[config.mk]
export PLATFORM = sky130hd
export DESIGN_NAME = vga_vram_arbiter_flat
export DESIGN_NICKNAME = d
export VERILOG_FILES = /design/src/rtl/vga_vram_arbiter_if.sv /design/src/rtl/vga_vram_arbiter.sv /design/src/flat_wrapper.sv
export SDC_FILE = /design/constraint.sdc
export NUM_CORES = 1
export LEC_CHECK = 0
export CAP_MARGIN = 5
export CORE_ASPECT_RATIO = 1.1
export CORE_MARGIN = 8
export CORE_UTILIZATION = 30
export DETAILED_ROUTE_END_ITERATION = 6
export GPL_TIMING_DRIVEN = 0
export PLACE_DENSITY = 0.67
export SLEW_MARGIN = 20
export SYNTH_ARGS = -nofsm -noshare
export SYNTH_HDL_FRONTEND = slang
export SYNTH_SLANG_ARGS = --single-unit
[constraint.sdc]
create_clock -name clk_25 -period 2.77 [get_ports clk_25]
set_clock_uncertainty 0.15 [all_clocks]
set_input_delay 0.4155 -clock clk_25 [delete_from_list [all_inputs] [get_ports clk_25]]
set_output_delay 0.4155 -clock clk_25 [all_outputs]
set_load 0.01 [all_outputs]
[src/rtl/vga_vram_arbiter_if.sv]
// Pixel-write request channel into the VGA framebuffer arbiter.
// The requester (master) offers a pixel; the arbiter (slave) answers with wr_ready.
interface vga_vram_arbiter_if #(
  parameter int DATA_W = 8
);
  logic              wr_valid;
  logic              wr_ready;
  logic [7:0]        wr_x;
  logic [6:0]        wr_y;
  logic [DATA_W-1:0] wr_data;

  modport master (output wr_valid, output wr_x, output wr_y, output wr_data, input wr_ready);
  modport slave  (input wr_valid, input wr_x, input wr_y, input wr_data, output wr_ready);
endinterface

[src/rtl/vga_vram_arbiter.sv]
// Single-port 160x120 framebuffer arbiter for 640x480 VGA.
// Display reads take every 4th active pixel slot; all remaining slots go to
// either the screen-clear engine or the pixel-write requester. Scan-out data
// is re-aligned with the delayed sync/active signals.
module vga_vram_arbiter #(
  parameter int H_ACTIVE = 640,
  parameter int V_ACTIVE = 480,
  parameter int DATA_W   = 8
) (
  input  logic              clk_25,
  input  logic              rst,
  input  logic [9:0]        x_count,
  input  logic [9:0]        y_count,
  input  logic              hsync_in,
  input  logic              vsync_in,
  input  logic              active_in,
  input  logic              cfg_vblank_only,
  vga_vram_arbiter_if.slave wr,
  input  logic              clear_start,
  input  logic [DATA_W-1:0] clear_color,
  output logic              clear_busy,
  output logic [14:0]       mem_addr,
  output logic              mem_we,
  output logic [DATA_W-1:0] mem_wdata,
  input  logic [DATA_W-1:0] mem_rdata,
  output logic [DATA_W-1:0] pixel_rgb,
  output logic              hsync_out,
  output logic              vsync_out,
  output logic              active_out
);

  localparam logic [9:0]  H_LIM     = 10'(H_ACTIVE);
  localparam logic [9:0]  V_LIM     = 10'(V_ACTIVE);
  localparam logic [7:0]  FB_W      = 8'd160;
  localparam logic [6:0]  FB_H      = 7'd120;
  localparam logic [14:0] LAST_ADDR = 15'd19199;

  typedef enum logic {IDLE, CLEAR} state_t;

  state_t            state;
  logic [14:0]       clr_ptr;
  logic [DATA_W-1:0] clr_color;

  logic              disp;
  logic              free;
  logic              in_vblank;
  logic              wr_in_range;
  logic              accept;
  logic [14:0]       disp_addr;
  logic [14:0]       wr_addr;

  logic              vld_p1;
  logic [DATA_W-1:0] pix_p2;
  logic              hsync_p2;
  logic              vsync_p2;
  logic              active_p2;

  // y*160 + x as two shifts and an add; inputs are framebuffer coordinates
  function automatic logic [14:0] fb_addr(input logic [6:0] y, input logic [7:0] x);
    logic [14:0] y_ext;
    y_ext   = {8'd0, y};
    fb_addr = (y_ext << 7) + (y_ext << 5) + {7'd0, x};
  endfunction

  assign disp        = (x_count < H_LIM) && (y_count < V_LIM) && (x_count[1:0] == 2'b00);
  assign free        = !disp;
  assign in_vblank   = (y_count >= V_LIM);
  assign disp_addr   = fb_addr(y_count[8:2], x_count[9:2]);
  assign wr_addr     = fb_addr(wr.wr_y, wr.wr_x);
  assign wr_in_range = (wr.wr_x < FB_W) && (wr.wr_y < FB_H);

  // A clear request in the same cycle takes precedence over the requester
  assign wr.wr_ready = !rst && (state == IDLE) && free && !clear_start &&
                       (!cfg_vblank_only || in_vblank);
  assign accept      = wr.wr_valid && wr.wr_ready;

  // RAM port mux: display read, else clear fill, else requester write
  always_comb begin
    mem_addr  = wr_addr;
    mem_we    = 1'b0;
    mem_wdata = wr.wr_data;
    if (disp) begin
      mem_addr = disp_addr;
    end else if (state == CLEAR) begin
      mem_addr  = clr_ptr;
      mem_wdata = clr_color;
      mem_we    = !rst;
    end else if (accept && wr_in_range) begin
      mem_we = 1'b1;
    end
  end

  // Control FSM: clear runs until the last framebuffer address is written
  always_ff @(posedge clk_25) begin
    if (rst) begin
      state      <= IDLE;
      clear_busy <= 1'b0;
    end else begin
      case (state)
        IDLE: begin
          if (clear_start) begin
            state      <= CLEAR;
            clear_busy <= 1'b1;
          end
        end
        CLEAR: begin
          if (free && (clr_ptr == LAST_ADDR)) begin
            state      <= IDLE;
            clear_busy <= 1'b0;
          end
        end
      endcase
    end
  end

  // Clear pointer and fill colour; pointer advances once per free slot
  always_ff @(posedge clk_25) begin
    if ((state == IDLE) && clear_start) begin
      clr_ptr   <= '0;
      clr_color <= clear_color;
    end else if ((state == CLEAR) && free) begin
      clr_ptr <= clr_ptr + 15'd1;
    end
  end

  // ---- p0 -> p1: the RAM returns data for the display slot issued in p0 ----
  // Track which cycles carry display read data
  always_ff @(posedge clk_25) begin
    if (rst) vld_p1 <= 1'b0;
    else     vld_p1 <= disp;
  end

  // ---- p1 -> p2: pixel register, held across the 4-pixel group ----
  // Capture returned pixel only on the cycle after a display slot
  always_ff @(posedge clk_25) begin
    if (vld_p1) pix_p2 <= mem_rdata;
  end

  // Sync/active already lag the counters by one; one more register aligns them with pix_p2
  always_ff @(posedge clk_25) begin
    if (rst) begin
      hsync_p2  <= 1'b1;
      vsync_p2  <= 1'b1;
      active_p2 <= 1'b0;
    end else begin
      hsync_p2  <= hsync_in;
      vsync_p2  <= vsync_in;
      active_p2 <= active_in;
    end
  end

  assign pixel_rgb  = active_p2 ? pix_p2 : '0;
  assign hsync_out  = hsync_p2;
  assign vsync_out  = vsync_p2;
  assign active_out = active_p2;

endmodule

[src/flat_wrapper.sv]
// flat-port wrapper written by rule: the top's interface ports become plain ports
module vga_vram_arbiter_flat 
#(
  parameter int H_ACTIVE = 640,
  parameter int V_ACTIVE = 480,
  parameter int DATA_W   = 8
)
  (clk_25, rst, x_count, y_count, hsync_in, vsync_in, active_in, cfg_vblank_only, clear_start, clear_color, clear_busy, mem_addr, mem_we, mem_wdata, mem_rdata, pixel_rgb, hsync_out, vsync_out, active_out, wr_wr_valid, wr_wr_x, wr_wr_y, wr_wr_data, wr_wr_ready);
  vga_vram_arbiter_if #(.DATA_W(DATA_W)) wr_i ();
  input  logic clk_25;
  input  logic rst;
  input  logic [9:0] x_count;
  input  logic [9:0] y_count;
  input  logic hsync_in;
  input  logic vsync_in;
  input  logic active_in;
  input  logic cfg_vblank_only;
  input  logic clear_start;
  input  logic [DATA_W-1:0] clear_color;
  output logic clear_busy;
  output logic [14:0] mem_addr;
  output logic mem_we;
  output logic [DATA_W-1:0] mem_wdata;
  input  logic [DATA_W-1:0] mem_rdata;
  output logic [DATA_W-1:0] pixel_rgb;
  output logic hsync_out;
  output logic vsync_out;
  output logic active_out;
  input wire logic [$bits(wr_i.wr_valid)-1:0] wr_wr_valid;
  input wire logic [$bits(wr_i.wr_x)-1:0] wr_wr_x;
  input wire logic [$bits(wr_i.wr_y)-1:0] wr_wr_y;
  input wire logic [$bits(wr_i.wr_data)-1:0] wr_wr_data;
  output wire logic [$bits(wr_i.wr_ready)-1:0] wr_wr_ready;
  assign wr_i.wr_valid = wr_wr_valid;
  assign wr_i.wr_x = wr_wr_x;
  assign wr_i.wr_y = wr_wr_y;
  assign wr_i.wr_data = wr_wr_data;
  assign wr_wr_ready = wr_i.wr_ready;
  vga_vram_arbiter #(.H_ACTIVE(H_ACTIVE), .V_ACTIVE(V_ACTIVE), .DATA_W(DATA_W)) u_core (.clk_25(clk_25), .rst(rst), .x_count(x_count), .y_count(y_count), .hsync_in(hsync_in), .vsync_in(vsync_in), .active_in(active_in), .cfg_vblank_only(cfg_vblank_only), .wr(wr_i), .clear_start(clear_start), .clear_color(clear_color), .clear_busy(clear_busy), .mem_addr(mem_addr), .mem_we(mem_we), .mem_wdata(mem_wdata), .mem_rdata(mem_rdata), .pixel_rgb(pixel_rgb), .hsync_out(hsync_out), .vsync_out(vsync_out), .active_out(active_out));
endmodule
Yosys cells after proc, flatten, opt, wreduce, memory -nomap -nowiden
Index checks and enable logic that the tools add are counted.
{"block": "classes", "bitwise_logic": 1, "n_eq_ne": 3, "n_mux": 14, "n_lt_le_gt_ge": 5, "n_addsub": 5, "reduce_logical": 19}
{"op": "$add 14x12->15", "n": 2}
{"op": "$add 15x8->15", "n": 2}
{"op": "$mux 15", "n": 2}
{"op": "$mux 8", "n": 3}
{"op": "$add 15x1->15 const B", "n": 1}
{"op": "$eq 15x15->1 const B", "n": 1}
{"op": "$logic_and 1x1->1", "n": 12}
{"op": "$ge 10x9->1 const B", "n": 1}
{"op": "$lt 10x10->1 const B", "n": 1}
{"op": "$lt 10x9->1 const B", "n": 1}
{"op": "$lt 8x8->1 const B", "n": 1}
{"op": "$lt 7x7->1 const B", "n": 1}
{"op": "$mux 1", "n": 7}
{"op": "$logic_not 1->1", "n": 4}
{"op": "$ne 2x2->1 const B", "n": 2}
{"op": "$pmux 1 s2", "n": 2}
{"op": "$logic_not 2->1", "n": 1}
{"op": "$reduce_and 2->1", "n": 1}
{"op": "$logic_or 1x1->1", "n": 1}
{"op": "$not 1->1", "n": 1}
{"block": "totals", "reg_bits": 37, "word_cells": 56}

Depth between registers and ports, before layout
Gate-level depths: netlist of run 1.
{"block": "depth", "ltp_word": 12, "depth_mapped": 9}

Worst setup path after synthesis of run 1
OpenSTA, ideal clock, no wires.
{"block": "synth_timing", "kind": "input -> output", "from": "in wr_wr_y[0]", "to": "out mem_addr[12]", "arrival_time_ps": 2500, "path_slack_ps": -296, "stages": 9, "cell_sequence": "inv_1 -> fa_1 -> inv_1 -> fa_1 -> a211o_1 -> o211ai_1 -> mux2i_1 -> o311ai_0 -> o31ai_1"}
{"block": "synth_via", "elab_chain_len": 4}
{"item": "start, declared", "line": "flat_wrapper.sv:31", "source": "input wire logic [$bits(wr_i.wr_y)-1:0] wr_wr_y;"}
{"item": "$add 14x12->15", "line": "vga_vram_arbiter.sv:62", "source": "fb_addr = (y_ext << 7) + (y_ext << 5) + {7'd0, x};"}
{"item": "$add 15x8->15", "line": "vga_vram_arbiter.sv:62"}
{"item": "$mux 15", "line": "vga_vram_arbiter.sv:84", "source": "end else if (state == CLEAR) begin"}
{"item": "$mux 15", "line": "vga_vram_arbiter.sv:82", "source": "if (disp) begin"}
{"item": "end, declared", "line": "flat_wrapper.sv:21", "source": "output logic [14:0] mem_addr;"}
No other way between the ends.

Worst setup path in the final report of run 1
{"block": "layout_timing", "from": "in wr_wr_x[7]", "to": "out mem_addr[10]"}
{"block": "layout_via", "elab_chain_len": 3}
{"item": "start, declared", "line": "flat_wrapper.sv:30", "source": "input wire logic [$bits(wr_i.wr_x)-1:0] wr_wr_x;"}
{"item": "$add 15x8->15", "line": "vga_vram_arbiter.sv:62"}
{"item": "$mux 15", "line": "vga_vram_arbiter.sv:84"}
{"item": "$mux 15", "line": "vga_vram_arbiter.sv:82"}
No other way between the ends.

==> metrics.md, run 1 <==
| Metric | Value |
|---|---|
| Leak | `1.798 nW` |
| Gp weighted congestion | `0.8896` |
| Post-synth top area share | `17.62%` |
| Mapped Avg Cell Area | `9.273 µm²` |
| Area contributors post-synth | `edfxtp_1, dfxtp_1, ha_1, xnor2_1, o21ai_0` |
| Outcome | `finished, violations left` |
| Post-route minimum period | `3.179 ns` |
| P_int | `0.001334 W` |
| Final hold vios | `0` |
| Peak Freq | `314.6 MHz` |
| Reg area | `900.9 µm²` |
| I/O pin total | `104` |
| Synth area leader | `edfxtp_1` |
| Post-route cell area | `4508 µm²` |
| DR DRC count | `0` |
| DP Wirelength | `6659 µm` |
| TNS Setup | `-1.453 ns` |
| CTS Sinks | `37` |
| Drt wl/cell | `16.71 µm` |
| Clock slew seen by the registers of the worst setup and hold paths | `0.08 ns` |
| Post-synthesis cell count | `294` |
| # diodes | `0` |
| Area of the multi-input gates | `2116 µm²` |
| Crit end category | `output pin` |
| Share of synthesized registers carrying an async set or reset | `0%` |
| MaxCap Viol Count | `0` |
| Synth cell count leaders | `ha_1, nor2_1, o21ai_0, dfxtp_1, nand2_1` |
| Overflow after GRT | `0` |
| Leading cell type by number of instances after synthesis | `ha_1` |
| Max-slew headroom | `42.54%` |
| Yosys cell types | `54` |
| Core area | `8828 µm²` |
| Kind of critical path | `in2out` |
| Syn nets | `392` |
| Final WL | `8892 µm` |
| H-tree depth | `2` |
| Critical Path RT | `2.20 ns` |
| Logic pwr share | `37.7%` |
| Critical Path Source | `wr_wr_x[7]` |
| DRT iter0 DRCs | `171` |
| Worst-Margin Slew | `0.8620 ns` |
| Clock root cell | `clkbuf_8` |
| Worst reg-to-reg setup slack | `0.63 ns` |
| Period utilization | `114.8%` |
| DRT antenna net count | `0` |
| RSZ-0062 raised after global routing | `true` |
| Worst path arrival time | `2.61 ns` |
| Worst-path fanout max | `3` |
| PwrDens | `415.8 nW/µm²` |
| Setup-failing EPs final | `6` |
| Num CTS Buffers | `5` |
| Vias | `2,677` |
| Die W | `106.9 µm` |
| Layout Nets | `515` |
| Initial antenna violation count | `0` |
| Worst Hold Class | `reg2reg` |
| Failing checks | `setup timing` |
| Share of the yosys chip area belonging to registers | `33.04%` |
| Post-synth EDFFs | `16` |
| Synth Flop Type | `dfxtp_1` |
| Netlist Area Pre-Place | `2726 µm²` |
| Largest net degree at the start of global routing | `18` |
| Die H | `116.0 µm` |
| Net Sw Frac | `28.85%` |
| Dpl cell area | `3920 µm²` |
| DIE AREA | `12,400 µm²` |
| Final Util | `51.06%` |
| First-pass GRT wire length | `14,350 µm` |
| P&R area growth vs syn | `65.35%` |
| IO buf count | `101` |
| Clock Latency Late Sink | `0.29 ns` |
| Number of fill cells | `810` |
| Worst vdd ir | `0.2794 mV` |
| Layout cells sized above 1 | `29.90%` |
| Vias in the first global route | `2,794` |
| Clock power frac | `30.2%` |
| CTS Buffer Depth | `2` |
| Total power | `0.001874 W` |
| CTS tree | `yes` |
| YS warnings | `0` |
| DRT Pass-1 Iters | `4` |
| Switch Pwr | `0.0005407 W` |
| Initial Util | `30.88%` |
| Reg power frac | `32.1%` |
| Vias per std cell | `5.032` |
| Startpoint Class | `primary input` |
| FF+latch count, synth | `37` |
| CTS Hold Bufs | `0` |
| Slew Limit Fails | `0` |
| Cell Rows | `36` |
| Worst R2R Start | `u_core.state` |
| Beginning of the worst hold path | `u_core.clear_busy` |
| Final worst slack | `-0.4087 ns` |
| Total track usage | `14.32%` |
-- cell usage in the layout (no fill, tap or decap), types with 10 or more instances in the layout --
master           instances
buf_2                   19
buf_4                   14
clkdlybuf4s50_1         54
dfxtp_1                 21
dlygate4sd2_1           10
edfxtp_1                16
ha_4                    17
nand2_1                 18
nor2_1                  21
nor3_1                  11
o21ai_0                 15
xnor2_1                 13
-- through the flow --
stage | cells | hold slack, ns | setup slack [ns]
finish | 532 | 0.3277 | -0.4087
detailed placement | 509 | 0.3197 | -1.245
global placement | 509 | 0.3077 | -1.237
CTS | 530 | 0.3332 | -0.4845
global route | 532 | 0.3667 | -0.4926
floorplan | 294 | 0.3099 | -0.05589
-- routing by layer --
layer / vias to the layer above / global-route usage [%] / share of wire, %
met4: 0 / 3.568 / 0.90
met3: 8 / 4.060 / 6.0
met2: 95 / 24.22 / 47
met5: - / 0 / 0
met1: 1252 / 17.44 / 46
li1: 1322 / - / -
-- area by class of cell --
class                           instances  share of cell area [%]
Multi-Input combinational cell        230                   46.93
Clock buffer                            5                   1.527
Inverter                               16                   1.499
Timing Repair Buffer                  116                   23.73
Sequential cell                        37                   19.98
Clock inverter                          3                   1.527
Tap cell                              114                   3.164
Buffer                                 11                   1.638
-- sequential cells by signal, indices dropped and copies added (netlist names) --
name / cells
u_core.clr_ptr: 15
u_core.clr_color: 8
u_core.pix_p2: 8
u_core.active_out: 1
u_core.clear_busy: 1
u_core.hsync_out: 1
u_core.state: 1
u_core.vld_p1: 1
u_core.vsync_out: 1
-- repair_timing --
item,CTS,global route
resized for setup,192,28
setup endpoints to repair,25,19
pin swaps,38,20
setup buffers,13,2
-- path summary, 6_finish.rpt --
| check | cells past startpoint | end |
|---|---|---|
| max | 12 | mem_addr[10] |
| min | 2 | u_core.clear_busy |
| max reg2reg | 4 | u_core.clr_color[5] |
| min reg2reg | 2 | u_core.clear_busy |
-- power by group through the flow --
stage          clock, W  sequential [W]  combinational, W
6_report       0.000565        0.000602          0.000707
5_1_grt        0.000607        0.000605          0.000765
4_1_cts        0.000580        0.000601          0.000671
3_5_place_dp          0        0.000614          0.000587
3_3_place_gp          0        0.000613          0.000579
2_1_floorplan         0        0.000612          0.000312
-- critical path, stage by stage --
cell      delay [ns]
buf_8           0.08
inv_6           0.02
fa_1            0.54
inv_2           0.05
fa_2            0.34
a211o_1         0.27
o211ai_1        0.18
buf_4           0.19
a21oi_2         0.05
o21bai_1        0.16
o21ai_1         0.16
buf_2           0.16
-- cells by family after synthesis --
family          after synthesis  share of synthesized area, %
xor+xnor                     17                         5.461
fa+ha+maj                    31                         15.33
mux                          19                         7.527
simple gates                 96                         17.94
compound gates               67                         16.71
buf+inv                      27                         3.993
flops                        37                         33.04
Power figures use the tool's default switching activity.
==> run 2: changes to the inputs <==
- CAP_MARGIN: 5 -> not set
==> results of run 2 <==
The final DEF is identical to that of run 1; final timing and power are the same.
